===== config.mk =====
export PLATFORM = sky130hd
export DESIGN_NAME = mem_ctrl
export DESIGN_NICKNAME = d
export VERILOG_FILES = /design/src/rtl/mem_ctrl.sv
export SDC_FILE = /design/constraint.sdc
export NUM_CORES = 1
export LEC_CHECK = 0
export BUFFER_PORTS_ARGS = -buffer_cell sky130_fd_sc_hd__buf_2
export CAP_MARGIN = 10
export CORE_ASPECT_RATIO = 1.25
export CORE_UTILIZATION = 46
export CTS_BUF_LIST = sky130_fd_sc_hd__clkbuf_16
export DETAILED_ROUTE_END_ITERATION = 8
export GPL_TIMING_DRIVEN = 0
export PLACE_DENSITY_LB_ADDON = 0.08
export SYNTH_ARGS = -nofsm -noshare
export SYNTH_HDL_FRONTEND = slang
export SYNTH_SLANG_ARGS = --single-unit

===== constraint.sdc =====
create_clock -name clk_in -period 2.2 [get_ports clk_in]
set_input_delay 0.55 -clock clk_in [delete_from_list [all_inputs] [get_ports clk_in]]
set_output_delay 0.55 -clock clk_in [all_outputs]
set_load 0.01 [all_outputs]

===== src/rtl/mem_ctrl.sv =====
// Byte-serial memory controller: splits byte/half/word loads and stores into
// single-byte accesses on a synchronous-read 8-bit RAM, little-endian.
module mem_ctrl #(
    parameter int RAM_ADDR_WIDTH = 17
) (
    input  logic        clk_in,
    input  logic        rst_n_in,
    input  logic        rdy_in,
    input  logic        req_valid_in,
    output logic        req_ready_out,
    input  logic        req_we_in,
    input  logic [1:0]  req_size_in,
    input  logic [31:0] req_addr_in,
    input  logic [31:0] req_wdata_in,
    output logic        resp_valid_out,
    output logic [31:0] resp_rdata_out,
    output logic [31:0] mem_a_out,
    output logic        mem_r_nw_out,
    output logic [7:0]  mem_d_out,
    input  logic [7:0]  mem_d_in
);

    localparam logic [31:0] ADDR_MASK = 32'((64'd1 << RAM_ADDR_WIDTH) - 64'd1);

    typedef enum logic [1:0] {
        IDLE,
        ACCESS,
        WAIT,
        DONE
    } state_t;

    state_t      state;
    state_t      state_next;
    logic [1:0]  idx;
    logic [2:0]  count;
    logic        we;
    logic [31:0] base;
    logic [31:0] wdata;
    logic [31:0] rdata;
    logic        accept;
    logic        last;
    logic [1:0]  idx_prev;
    logic [1:0]  idx_last;

    assign req_ready_out  = (state == IDLE) && rdy_in;
    assign accept         = req_valid_in && req_ready_out;
    assign last           = ({1'b0, idx} == (count - 3'd1));
    assign idx_prev       = idx - 2'd1;
    assign idx_last       = 2'(count - 3'd1);
    assign resp_valid_out = (state == DONE);
    assign resp_rdata_out = rdata;

    always_ff @(posedge clk_in or negedge rst_n_in) begin
        if (!rst_n_in) begin
            state <= IDLE;
        end else begin
            state <= state_next;
        end
    end

    always_comb begin
        state_next = state;
        unique case (state)
            IDLE:    if (accept) state_next = ACCESS;
            ACCESS:  if (last) state_next = we ? DONE : WAIT;
            WAIT:    state_next = DONE;
            DONE:    state_next = IDLE;
            default: state_next = IDLE;
        endcase
    end

    // Load bytes arrive one cycle after being addressed, so each ACCESS edge
    // captures the previous index and WAIT captures the final one.
    always_ff @(posedge clk_in or negedge rst_n_in) begin
        if (!rst_n_in) begin
            idx   <= '0;
            count <= 3'd1;
            we    <= 1'b0;
            base  <= '0;
            wdata <= '0;
            rdata <= '0;
        end else if (accept) begin
            idx   <= '0;
            we    <= req_we_in;
            base  <= req_addr_in & ADDR_MASK;
            wdata <= req_wdata_in;
            rdata <= '0;
            unique case (req_size_in)
                2'd0:    count <= 3'd1;
                2'd1:    count <= 3'd2;
                default: count <= 3'd4;
            endcase
        end else if (state == ACCESS) begin
            idx <= last ? 2'd0 : idx + 2'd1;
            if (!we && idx != 2'd0) begin
                rdata[{idx_prev, 3'b000} +: 8] <= mem_d_in;
            end
        end else if (state == WAIT) begin
            rdata[{idx_last, 3'b000} +: 8] <= mem_d_in;
        end
    end

    always_comb begin
        mem_a_out    = '0;
        mem_r_nw_out = 1'b1;
        mem_d_out    = '0;
        if (state == ACCESS) begin
            mem_a_out    = (base + 32'(idx)) & ADDR_MASK;
            mem_r_nw_out = ~we;
            mem_d_out    = wdata[{idx, 3'b000} +: 8];
        end
    end

endmodule

==> results.cfg <==
[critical_path]
largest_driver_fanout_on_the_critical_path = 7
r2r-start = idx[1]
crit_start = idx[0]
end_kind = output pin
timing.setup.critical_path_class = register to output pin
startpoint_type = register
crit_required_ns = 1.65
cp_num_buf_inv = 1
critPathArrivalTime_ns = 2.09
cpLargestDelayFamily = simple AND/OR/NAND/NOR gates
cp_slowest_stage_delay_ns = 0.44
cp_slowest_cell = or4_4
worstPathCellList = ha_4 > fa_2 > and2_4 > nand3_4 > or4_4 > a21oi_2 > buf_2

[die]
design.portCount = 154
die_h_um = 115.1
floorplan.die_area_sq_um = 10640
initial_utilization = 0.4822
fp.coreArea_sq_um = 9759
rows = 40
die_x_um = 92.47

[finish]
mostFrequentLayoutCell = nand2_1
number_of_nets_in_the_layout = 775
final_cell_area_sq_um = 6384
most_frequent_cells_in_the_layout = nand2_1, buf_2, dfrtp_1, buf_4, buf_6
antenna_cells_inserted = 0
instances_no_fill = 807
post_route_cells_drive_above_1_share = 0.3759
flow.area_growth_from_synthesis_pct = 35.66

[yosys]
synth.cell_area_sq_um = 4706
yosysSeqAreaShare = 0.4735
yosys_warns = 0
yosys_most_used_dff = dfrtp_1
synthesis.area_per_instance_sq_um = 9.374
postSynthRegisterBits = 89
synthArstFlopShare = 1.000
netlist-cell-type-count = 43
post_synth_inst_count = 502
synth_edf_count = 0

[place]
placement.cell_area_sq_um = 5584
numPlacedInstances = 766
pre_cts_ws_ns = -0.3876
gp_congestion = 0.8156
dp_hpwl_mm = 8.628
place.port_buffers = 123

[global_route]
maximum_number_of_pins_on_one_net_before_global_route_repair = 57
first_global_vias = 4023
antenna_found_initial = 0
wire_length_of_the_first_global_routing_pass_mm = 19.62
grt_overflow = 0
track_usage = 0.2368

[outcome]
status = finished, violations left
failed_checks = negative setup slack

[routing]
postRouteAntennaNets = 0
routedWlPerCell_um = 15.28
routed_wirelength_mm = 12.33
firstDrtPassIters = 4
drt_first_iter_violations = 133
routed-via-count = 4127
routed_via_density = 5.114
number_of_drc_violations_after_detailed_routing = 0

[clocking]
cts_htree_levels = 3
tritoncts = yes
max-clock-path-buffers = 2
holdBufCountCts = 0
clk_root_buffer_cell = clkbuf_16
cts_num_sinks = 89
worst_setup_hold_path_clk_slew_ns = 0.07
clock_buffers_created_by_tritoncts = 9
clk_lat_worst_skew_ns = 0.33

[timing]
tightestPinTransition_ns = 0.5409
min_period_over_period = 1.198
worst_slew_margin_rel = 0.6394
min_period_ns = 2.635
finClkSkew_ns = 0.006646
maximum_clock_frequency_mhz = 379.5
rsz_0062_raised_after_global_routing = yes
drv_slew = 0
setup-violations-final = 24
post-route-worst-setup-slack_ns = -0.4353
timing_hold_violations_final = 0

[hold_path]
hold_path_class = input pin to async pin

[power_and_ir_drop]
power_leakage_uw = 0.003319
p_per_area_nw_per_um2 = 1316
power.ir.vdd_worst_mv = 0.6923

[flow_run]
max_cap_viol_count = 0
==> area by class of cell <==
class | count | area [sq um]
fillers | 863 | 3376
multi-input cells | 370 | 2419
flip-flops and latches | 89 | 2231
repair buffers | 152 | 979.7
plain buffers | 37 | 262.8
clock buffers | 9 | 225.2
well taps | 126 | 157.7
inverters | 17 | 63.81
clock inverters | 7 | 45.04
==> state kept, by name (all words and copies together) (netlist names) <==
| register | flops |
|---|---|
| wdata | 32 |
| count | 3 |
| resp_rdata_out | 32 |
| we | 1 |
| state | 2 |
| base | 17 |
| idx | 2 |
==> per-stage QoR <==
step | util | TNS [ns] | power [uW] | hold WS (ns)
after CTS | 0.6331 | -6.175 | 8064 | 0.1735
final | 0.6541 | -5.686 | 8401 | 0.1561
after global placement | 0.5691 | -24.36 | 5911 | 0.4532
after floorplan | - | 0 | 4990 | 0.2544
after global routing | 0.6541 | -7.273 | 8996 | 0.1890
after detailed placement | 0.5722 | -8.622 | 6047 | 0.4588
==> cell usage after synthesis (all sizes together), types with 2 or more instances <==
cell type / count / area share
nor3b: 5 / 0.0080
xnor2: 3 / 0.0056
o31ai: 9 / 0.014
nand4: 6 / 0.014
mux4: 8 / 0.038
a31oi: 2 / 0.0027
or3: 7 / 0.0093
inv: 17 / 0.014
ha: 19 / 0.051
a22o: 18 / 0.034
and3b: 4 / 0.0074
xor2: 8 / 0.015
mux2: 2 / 0.0048
nand3: 7 / 0.010
buf: 28 / 0.037
and2: 14 / 0.019
nor2: 17 / 0.014
clkbuf: 12 / 0.0098
o2bb2ai: 3 / 0.0056
dfrtp: 88 / 0.47
nand2: 170 / 0.14
and4: 2 / 0.0048
o21ai: 18 / 0.019
a21oi: 12 / 0.013
a32oi: 10 / 0.019
==> where the power goes <==
| part | switching (uW) | internal, uW | total [uW] |
|---|---|---|---|
| sequential | 496 | 2270 | 2770 |
| clock | 653 | 762 | 1410 |
| combinational | 2150 | 2070 | 4220 |
==> path summary, 6_finish.rpt <==
kind                                            to  slack [ns]  cells after the start
worst max-delay path                 mem_a_out[16]       -0.44                      7
worst min-delay path            resp_rdata_out[26]        0.16                      1
worst max register to register   resp_rdata_out[8]        0.10                      8
worst min register to register           wdata[20]        0.47                      2
max in group asynchronous                 wdata[2]        1.40                      2
min in group clk_in                        base[6]        0.40                      3
==> per-layer routing <==
metal  part of all wire  track usage
met1               0.42       0.3043
met2               0.51       0.4035
met3              0.048      0.04101
met4              0.016      0.08333
met5                  0            0
==> cell families after synthesis <==
group                    count (synthesis)  synth area share
adder cells (fa/ha/maj)                 20           0.05477
AND/OR/NAND/NOR                        237            0.2297
other                                    1         0.0007969
AO/OA/AOI/OAI                           77            0.1170
flip-flops                              89            0.4735
XOR/XNOR                                11           0.02047
buffers and inverters                   57           0.06062
multiplexers                            10           0.04307
==> what timing repair did <==
item / in CTS / in global routing
buffers inserted: 19 / 7
setup endpoints to repair: 56 / 97
pin swaps: 14 / 17
cloned: 2 / 0
gates resized for setup: 45 / 39
No activity file was read; power rests on OpenSTA's default activity.
